### config.mk
export PLATFORM = sky130hd
export DESIGN_NAME = mtm_alu_sin_deserializer
export DESIGN_NICKNAME = d
export VERILOG_FILES = /design/src/rtl/mtm_alu_sin_deserializer.sv
export SDC_FILE = /design/constraint.sdc
export NUM_CORES = 1
export LEC_CHECK = 0
export CORE_AREA = 2 2 125 127
export DETAILED_ROUTE_END_ITERATION = 10
export DIE_AREA = 0 0 127 129
export PLACE_DENSITY = 0.7
export SLEW_MARGIN = 5
export SYNTH_ARGS = -nofsm -noshare
export SYNTH_HDL_FRONTEND = slang
export SYNTH_SLANG_ARGS = --single-unit
export TNS_END_PERCENT = 30
### constraint.sdc
create_clock -name clk -period 3.9 [get_ports clk]
set_input_delay 0.78 -clock clk [delete_from_list [all_inputs] [get_ports clk]]
set_output_delay 0.78 -clock clk [all_outputs]
set_load 0.01 [all_outputs]
### src/rtl/mtm_alu_sin_deserializer.sv
// -----------------------------------------------------------------------------
// mtm_alu_sin_deserializer
//
// Samples the serial ALU input line one bit per clock and rebuilds 11-bit
// frames: start(0), type(0=DATA,1=CTL), 8 payload bits MSB first, stop(1).
// Eight DATA frames (B3..B0, A3..A0) followed by one CTL frame
// {1'b0, op[2:0], crc[3:0]} form one request. The request is validated
// (frame count / stop bits, CRC4 over {B, A, 1'b1, op}, op code), then
// presented on a valid/ready output.
//
// Optional feature, macro MTM_DESER_TIMEOUT_EN: when defined, a partial
// packet is aborted after TIMEOUT_CYCLES idle cycles between frames.
//
// Ports:
//   clk            clock, sin sampled on the rising edge
//   reset          synchronous, active-high
//   sin            serial input, idles at 1
//   out_valid      decoded request available
//   out_ready      consumer accepts the request
//   out_A, out_B   operands (32 bit each)
//   out_op         op field of the CTL frame
//   out_crc        CRC received in the CTL frame
//   out_err        packet has an error (OR of the flags)
//   out_err_flags  {ERR_DATA, ERR_CRC, ERR_OP}, at most one bit set
//   overflow       one-cycle pulse: a completed packet was dropped
//   busy           a packet is partially received
//
// Handshake: a request transfers on a cycle where out_valid && out_ready.
// While out_valid && !out_ready every out_* field is held stable. A packet
// completing while the output is held is dropped (overflow pulses); one
// completing on a transfer cycle is loaded and out_valid stays high.
// -----------------------------------------------------------------------------
module mtm_alu_sin_deserializer #(
  parameter int DATA_FRAMES    = 8,
  parameter int TIMEOUT_CYCLES = 1023
) (
  input  logic        clk,
  input  logic        reset,
  input  logic        sin,
  output logic        out_valid,
  input  logic        out_ready,
  output logic [31:0] out_A,
  output logic [31:0] out_B,
  output logic [2:0]  out_op,
  output logic [3:0]  out_crc,
  output logic        out_err,
  output logic [2:0]  out_err_flags,
  output logic        overflow,
  output logic        busy
);

  localparam int CNT_W = $clog2(DATA_FRAMES + 1);
  localparam logic [CNT_W-1:0] DATA_FULL = CNT_W'(DATA_FRAMES);

  typedef enum logic [1:0] {
    S_IDLE  = 2'd0,
    S_SHIFT = 2'd1,
    S_EVAL  = 2'd2
  } state_t;

  state_t           r_state;
  logic [3:0]       r_bitcnt;
  logic [9:0]       r_shift;      // {type, payload[7:0], stop}
  logic [CNT_W-1:0] r_datacnt;
  logic [63:0]      r_ba;         // {B, A}
  logic             r_err_data;
  logic             r_busy;
  logic             r_out_valid;
  logic             r_overflow;
  logic [31:0]      r_out_a;
  logic [31:0]      r_out_b;
  logic [2:0]       r_out_op;
  logic [3:0]       r_out_crc;
  logic             r_out_err;
  logic [2:0]       r_out_flags;

`ifdef MTM_DESER_TIMEOUT_EN
  localparam int TO_W = $clog2(TIMEOUT_CYCLES + 1);
  localparam logic [TO_W-1:0] TO_LIMIT = TO_W'(TIMEOUT_CYCLES);
  logic [TO_W-1:0] r_idle_cnt;
`else
  logic [31:0] w_unused_timeout;
  assign w_unused_timeout = TIMEOUT_CYCLES;
`endif

  // CRC4, poly x^4+x+1, init 0, MSB first.
  function automatic logic [3:0] crc4(input logic [67:0] d);
    logic [3:0] c;
    logic       fb;
    c = 4'd0;
    for (int i = 67; i >= 0; i--) begin
      fb = c[3] ^ d[i];
      c  = {c[2:0], 1'b0} ^ (fb ? 4'b0011 : 4'b0000);
    end
    return c;
  endfunction

  logic       w_type;
  logic       w_stop_ok;
  logic [7:0] w_payload;
  logic [2:0] w_op;
  logic [3:0] w_crc_rx;
  logic [3:0] w_crc_calc;
  logic       w_data_full;
  logic       w_op_ok;
  logic       w_err_data;
  logic       w_err_crc;
  logic       w_err_op;
  logic       w_load;

  assign w_type      = r_shift[9];
  assign w_payload   = r_shift[8:1];
  assign w_stop_ok   = r_shift[0];
  assign w_op        = w_payload[6:4];
  assign w_crc_rx    = w_payload[3:0];
  assign w_crc_calc  = crc4({r_ba, 1'b1, w_op});
  assign w_data_full = (r_datacnt == DATA_FULL);
  assign w_op_ok     = (w_op == 3'b000) || (w_op == 3'b001) ||
                       (w_op == 3'b100) || (w_op == 3'b101);

  // Flag priority for a CTL frame: data > crc > op. A bad stop bit on the
  // CTL frame itself counts as a data error.
  assign w_err_data  = r_err_data | ~w_stop_ok | ~w_data_full;
  assign w_err_crc   = ~w_err_data & (w_crc_rx != w_crc_calc);
  assign w_err_op    = ~w_err_data & ~w_err_crc & ~w_op_ok;

  // Output register may take a new packet when empty or being drained.
  assign w_load      = ~r_out_valid | out_ready;

  always_ff @(posedge clk) begin
    if (reset) begin
      r_state     <= S_IDLE;
      r_bitcnt    <= 4'd0;
      r_shift     <= 10'd0;
      r_datacnt   <= '0;
      r_ba        <= 64'd0;
      r_err_data  <= 1'b0;
      r_busy      <= 1'b0;
      r_out_valid <= 1'b0;
      r_overflow  <= 1'b0;
      r_out_a     <= 32'd0;
      r_out_b     <= 32'd0;
      r_out_op    <= 3'd0;
      r_out_crc   <= 4'd0;
      r_out_err   <= 1'b0;
      r_out_flags <= 3'd0;
`ifdef MTM_DESER_TIMEOUT_EN
      r_idle_cnt  <= '0;
`endif
    end else begin
      r_overflow <= 1'b0;
      if (r_out_valid && out_ready) begin
        r_out_valid <= 1'b0;
      end

      case (r_state)
        S_IDLE: begin
          if (!sin) begin
            r_state  <= S_SHIFT;
            r_bitcnt <= 4'd1;
            r_busy   <= 1'b1;
          end
        end

        S_SHIFT: begin
          r_shift  <= {r_shift[8:0], sin};
          r_bitcnt <= r_bitcnt + 1'b1;
          if (r_bitcnt == 4'd10) begin
            r_state <= S_EVAL;
          end
        end

        S_EVAL: begin
          r_state <= S_IDLE;
          if (!w_type) begin
            if (!w_data_full) begin
              r_ba      <= {r_ba[55:0], w_payload};
              r_datacnt <= r_datacnt + 1'b1;
            end else begin
              r_err_data <= 1'b1;
            end
            if (!w_stop_ok) begin
              r_err_data <= 1'b1;
            end
          end else begin
            r_datacnt  <= '0;
            r_ba       <= 64'd0;
            r_err_data <= 1'b0;
            r_busy     <= 1'b0;
            if (w_load) begin
              r_out_valid <= 1'b1;
              r_out_b     <= r_ba[63:32];
              r_out_a     <= r_ba[31:0];
              r_out_op    <= w_op;
              r_out_crc   <= w_crc_rx;
              r_out_err   <= w_err_data | w_err_crc | w_err_op;
              r_out_flags <= {w_err_data, w_err_crc, w_err_op};
            end else begin
              r_overflow <= 1'b1;
            end
          end
        end

        default: r_state <= S_IDLE;
      endcase

`ifdef MTM_DESER_TIMEOUT_EN
      // Only idle-line cycles between frames of a partial packet count;
      // a start bit restarts the count.
      if ((r_state == S_IDLE) && r_busy && sin) begin
        if (r_idle_cnt == TO_LIMIT) begin
          r_idle_cnt <= '0;
          r_datacnt  <= '0;
          r_ba       <= 64'd0;
          r_err_data <= 1'b0;
          r_busy     <= 1'b0;
        end else begin
          r_idle_cnt <= r_idle_cnt + 1'b1;
        end
      end else begin
        r_idle_cnt <= '0;
      end
`endif
    end
  end

  assign out_valid     = r_out_valid;
  assign out_A         = r_out_a;
  assign out_B         = r_out_b;
  assign out_op        = r_out_op;
  assign out_crc       = r_out_crc;
  assign out_err       = r_out_err;
  assign out_err_flags = r_out_flags;
  assign overflow      = r_overflow;
  assign busy          = r_busy;

endmodule

After elaboration in Yosys (flattened, before gate mapping)
Cells that the tools add are included.
{"block": "op_classes", "eq_ne": 13, "reduce_logical": 15, "addsub": 2, "muxes": 88, "n_bitwise": 149}
{"operator": "bitwise XOR 4 x 2 -> 4 bit", "n": 66}
{"operator": "two-way mux 2 bit", "n": 70}
{"operator": "two-way mux 64 bit", "n": 2}
{"operator": "bitwise XOR 1 bit", "n": 64}
{"operator": "two-way mux 4 bit", "n": 3}
{"operator": "two-way mux 1 bit", "n": 10}
{"operator": "adder 4 x 1 -> 4 bit, second input constant", "n": 2}
{"operator": "equality test 4 bit, second input constant", "n": 2}
{"operator": "!= test 2 bit, second input constant", "n": 4}
{"operator": "inverter 1 bit", "n": 8}
{"operator": "one-hot mux 4 bit (2 select lines)", "n": 1}
{"operator": "AND reduction 2 bit", "n": 4}
{"operator": "equality test 3 bit, second input constant", "n": 2}
{"operator": "AND reduction 3 bit", "n": 2}
{"operator": "OR 1 bit", "n": 5}
{"operator": "!= test 4 bit", "n": 1}
{"operator": "one-hot mux 2 bit (2 select lines)", "n": 1}
{"operator": "nonzero test 2 bit", "n": 2}
{"operator": "AND 1 bit", "n": 3}
{"operator": "equality test 3 x 1 -> 1 bit, second input constant", "n": 1}
{"operator": "zero test 3 bit", "n": 1}
{"operator": "logical OR 1 bit", "n": 3}
{"operator": "!= test 3 x 1 -> 1 bit, second input constant", "n": 1}
{"operator": "OR reduction 3 bit", "n": 1}
{"operator": "other kinds (7)", "n": 8}
{"block": "word_totals", "wordCells": 282, "input_bits": 4, "out_inout_bits": 78, "reg_bits": 163}

Depth between registers and ports, before layout
{"block": "logic_depth", "word_depth": 204, "depth_mapped": 11, "mapped_depth_nobuf": 10}

Least setup slack after synthesis
Ideal clock, no wire load.
{"block": "synth_path", "path_kind": "register to register", "startpoint": "register r_ba[26]", "endpoint": "register r_out_flags[0] (netlist: out_err_flags[0])", "arrival_ns": 2.977, "setup_time_ns": 0.070, "stages_incl_launch_ff": 11, "synth_period_minus_slack_ns": 3.048, "required_ns": 3.830, "setup_slack_ns": 0.852, "cell_sequence": "dfxtp_1 -> xnor3_1 -> xnor3_1 -> xnor3_1 -> xnor3_2 -> xnor2_1 -> xor2_1 -> and3_1 -> a221oi_1 -> or3_1 -> a21oi_1"}
{"block": "synth_via", "elab_chain_cells": 57, "word_cells_on_any_way": 91}
{"item": "start, declared", "line": "65", "rtl": "logic [63:0] r_ba;"}
{"item": "start signal, assigned", "line": "177", "rtl": "r_ba <= {r_ba[55:0], w_payload};"}
{"item": "bitwise XOR 1 bit (*)", "line": "92", "rtl": "fb = c[3] ^ d[i];"}
{"item": "two-way mux 2 bit (*)", "line": "93", "rtl": "c = {c[2:0], 1'b0} ^ (fb ? 4'b0011 : 4'b0000);"}
{"item": "bitwise XOR 4 x 2 -> 4 bit (*) (3 in a row)", "line": "93"}
{"item": "bitwise XOR 1 bit", "line": "92"}
{"item": "two-way mux 2 bit", "line": "93"}
{"item": "bitwise XOR 4 x 2 -> 4 bit (*) (3 in a row)", "line": "93"}
{"item": "bitwise XOR 1 bit", "line": "92"}
{"item": "two-way mux 2 bit", "line": "93"}
{"item": "(+34 left out)"}
{"item": "bitwise XOR 4 x 2 -> 4 bit (*) (3 in a row)", "line": "93"}
{"item": "bitwise XOR 1 bit", "line": "92"}
{"item": "two-way mux 2 bit", "line": "93"}
{"item": "bitwise XOR 4 x 2 -> 4 bit (*)", "line": "93"}
{"item": "!= test 4 bit (*)", "line": "124", "rtl": "assign w_err_crc = ~w_err_data & (w_crc_rx != w_crc_calc);"}
{"item": "AND 1 bit (*)", "line": "124"}
{"item": "inverter 1 bit (*)", "line": "125", "rtl": "assign w_err_op = ~w_err_data & ~w_err_crc & ~w_op_ok;"}
{"item": "AND 1 bit (*) (2 in a row)", "line": "125"}
{"item": "end signal, assigned", "line": "197", "rtl": "r_out_flags <= {w_err_data, w_err_crc, w_err_op};"}
{"item": "end, declared", "line": "75", "rtl": "logic [2:0] r_out_flags;"}
Mark *: on every way between the ends. The rest lies on a longest branch, timed or not.
A chain may end at the register's enable or synchronous reset.

Final worst setup path
{"block": "layout_path", "startpoint": "register r_ba[28]", "endpoint": "register r_out_flags[0] (netlist: out_err_flags[0])"}
{"block": "layout_via", "elab_chain_cells": 60, "word_cells_on_any_way": 97}
{"item": "bitwise XOR 1 bit (*)", "line": "92"}
{"item": "two-way mux 2 bit (*)", "line": "93"}
{"item": "bitwise XOR 4 x 2 -> 4 bit (*) (3 in a row)", "line": "93"}
{"item": "bitwise XOR 1 bit / bitwise XOR 4 x 2 -> 4 bit (equally long branches)", "line": "92, 93"}
{"item": "two-way mux 2 bit / bitwise XOR 1 bit (equally long branches)", "line": "93, 92"}
{"item": "bitwise XOR 4 x 2 -> 4 bit (*) (3 in a row)", "line": "93"}
{"item": "bitwise XOR 1 bit / bitwise XOR 4 x 2 -> 4 bit (equally long branches)", "line": "92, 93"}
{"item": "two-way mux 2 bit / bitwise XOR 1 bit (equally long branches)", "line": "93, 92"}
{"item": "(+36 left out)"}
{"item": "bitwise XOR 4 x 2 -> 4 bit (*) (4 in a row)", "line": "93"}
{"item": "bitwise XOR 1 bit, or another cell as far along", "line": "92"}
{"item": "two-way mux 2 bit / bitwise XOR 4 x 2 -> 4 bit (equally long branches)", "line": "93"}
{"item": "bitwise XOR 4 x 2 -> 4 bit (*)", "line": "93"}
{"item": "!= test 4 bit (*)", "line": "124"}
{"item": "AND 1 bit (*)", "line": "124"}
{"item": "inverter 1 bit (*)", "line": "125"}
{"item": "AND 1 bit (*) (2 in a row)", "line": "125"}
Marks and branches as above.

==> flow_summary.ini <==
[place]
dpl.hpwl_mm = 10.6
dp_slack_ns = 0.667
port_buffers = 81
place.gp.congestion = 0.871
dp_cells = 992
dpl-instance-area_um2 = 7830

[global_route]
grt_pass1_vias = 4955
grt_overflow = 0
busiest_layer = met2
use_met3_pct = 4.82
grt_pass1_wl_mm = 26.1
antenna_found_initial = 0
groute.usage.overall_pct = 20.3
grt_util_met1_pct = 29.0
grt.met2_usage_pct = 30.7
grt_max_degree = 87

[power_and_ir_drop]
p_int_mw = 2.85
powerDensity_nw_per_um2 = 421
ir_drop_v = 0.000320
p_seq_share_pct = 46.9
p_total_mw = 3.57
p_leak_nw = 3.00
p_clk_share_pct = 51.7
switchingPower_uw = 720
combPwrFrac_pct = 1.4
switching_share_pct = 20.2

[synthesis]
netlist_area_um2 = 6900
synth_top_cell_area_share_pct = 47.3
synth_fp_nets = 778
yosys_warnings = 0
synth_area_leaders = dfxtp_1 (47%), nand2_1 (9.1%), a22oi_1 (7.3%)
synth_seq_cells = 163
postSynthCellCount = 770
ys_seq_area_share_pct = 47.3
yosys.area.top_type = dfxtp_1
postSynthAreaPerCell_um2 = 8.97
synth_cell_types = 34

[finish]
n_antenna_cell = 0
drive_gt1_share_pct = 5.99
area_growth_pct = 22.9
nFillCells = 1329
final_cell_mix = nand2_1 (168), dfxtp_1 (163), a21oi_1 (89)
layout_commonest_cell = nand2_1
fin_nets = 831
final_util_pct = 56.7
multi_input_comb_area_um2 = 3430
finalInstanceArea_um2 = 8490
seqCellArea_um2 = 3260
final_cells = 1023

[clocking]
cts_buffer_depth = 2
cts.sink_count = 163
cts_tree = built
cts_root_buf = clkbuf_16
clock_latency_ns = 0.44
clkTransAtPathRegs_ns = 0.06
cts_hold_buf = 0
cts_setup_buffers = 0
cts_resized = 0
cts_max_level = 4
cts_buffers = 17

[setup_path]
r2r_slack_ns = 0.66
path_class = reg -> reg
cp-end-kind = flop
critPathMaxFanout = 4
worstPathArrival_ns = 3.60
required_ns = 4.26
crit_path_start_kind = flop

[detailed_routing]
viasPerCell = 5.23
wire_per_inst_um = 15.7
drc = 0
drtIter0Drc = 529
antenna_left = 0
drt_pass1_iterations = 6
wl_mm = 16.1
vias = 5355

[timing]
final_hold_viol_count = 0
finalSetupViolations = 0
finalMaxSlewViolations = 0
max_freq_ghz = 0.308
fin_crit_sh_pct = 83.2
worst-slew-pin-transition_ns = 0.791
fin_tns_setup_ns = 0
rsz0062_at_grt = false
fin_worst_skew_ns = 0.0132
fin_crit_ns = 3.24
setup_slack_ns = 0.656
whs_ns = 0.452
relSlewSlack_pct = 47.3

[floorplanning]
io_pins = 82
die_area_um2 = 16400
initial_core_util_pct = 46.1
dieHeight_um = 129
rows = 45
die_w_um = 127
core_um2 = 15000

[run]
maxCapViolCount = 0

[worst_hold_path]
hold_path_class = reg -> reg

[outcome]
status = complete, no violations
## critical path: stages (launching register included)
cell	delay [ns]
dfxtp_1	0.39
xnor3_2	0.52
xnor2_4	0.21
xnor3_1	0.36
xnor3_2	0.42
xnor2_1	0.20
xor2_1	0.24
and3_1	0.22
a221oi_1	0.11
or3_1	0.38
a21oi_1	0.13
## registers in the layout (all words and copies together), names as in the netlist, 3 cells and up
register       flops
r_ba              64
out_err_flags      3
r_datacnt          4
out_B             32
out_crc            4
r_bitcnt           4
out_A             32
out_op             3
r_shift           10
## power by group through the flow
stage,Clock (mW),Combinational (mW),Sequential (mW)
6_report,1.84,0.0513,1.67
5_1_grt,1.94,0.0578,1.67
4_1_cts,1.86,0.0515,1.67
3_5_place_dp,0,0.0514,1.71
3_3_place_gp,0,0.0513,1.71
2_1_floorplan,0,0.0374,1.71
## path summary, 6_finish.rpt
path / startpoint / endpoint / cells after the start
setup / recovery: r_ba[28] / out_err_flags[0] / 10
hold reg to reg: out_B[8] / out_B[8] / 2
setup reg to reg: r_ba[28] / out_err_flags[0] / 10
hold / removal: out_B[8] / out_B[8] / 2
## per-layer routing
layer	share of wire, %	routed length (um)	vias up
met5	0	0	-
met4	1.1	180	0
met3	4.0	643	17
met2	46	7390	122
met1	49	7840	2537
li1	-	-	2679
## synth_stat cells
master,instances
dfxtp_1,163
nor2_1,83
nor3_2,1
xor3_1,2
xnor3_2,2
and2_1,1
xor2_1,18
nand2b_1,3
o21ai_1,1
a221oi_1,2
nand3_1,3
xnor2_2,2
a21oi_1,89
nor2b_1,1
o21ai_0,3
and3_1,2
a21o_1,2
nor4b_1,1
buf_1,3
a22oi_1,67
buf_2,1
ha_1,4
nor4_1,1
or3_1,2
nand3b_1,2
xnor2_1,56
xnor3_1,20
xnor2_4,1
nor3_1,6
nand2_1,168
mux2_2,1
o21bai_1,1
inv_1,8
clkbuf_1,50
## layout make-up
cell class / count / area share (%)
clock buffer: 19 / 5.34
clock inverter: 12 / 2.37
inverter: 8 / 0.354
multi-input combinational: 545 / 40.4
sequential: 163 / 38.4
tap: 188 / 2.77
timing repair buffer: 88 / 10.3
## cell families (layout without fill, tap and decap cells)
kind of cell | count (synthesis) | in the layout | share of synthesized area (%)
and+or+nand+nor | 274 | 274 | 15.7
AOI/OAI and AO/OA | 165 | 165 | 14.6
DFF | 163 | 163 | 47.3
xor gates and xnor gates | 101 | 101 | 18.2
buffers and inverters | 62 | 127 | 3.39
adders and majority gates | 4 | 4 | 0.725
muxes | 1 | 1 | 0.163
(Power assumes the default switching activity.)
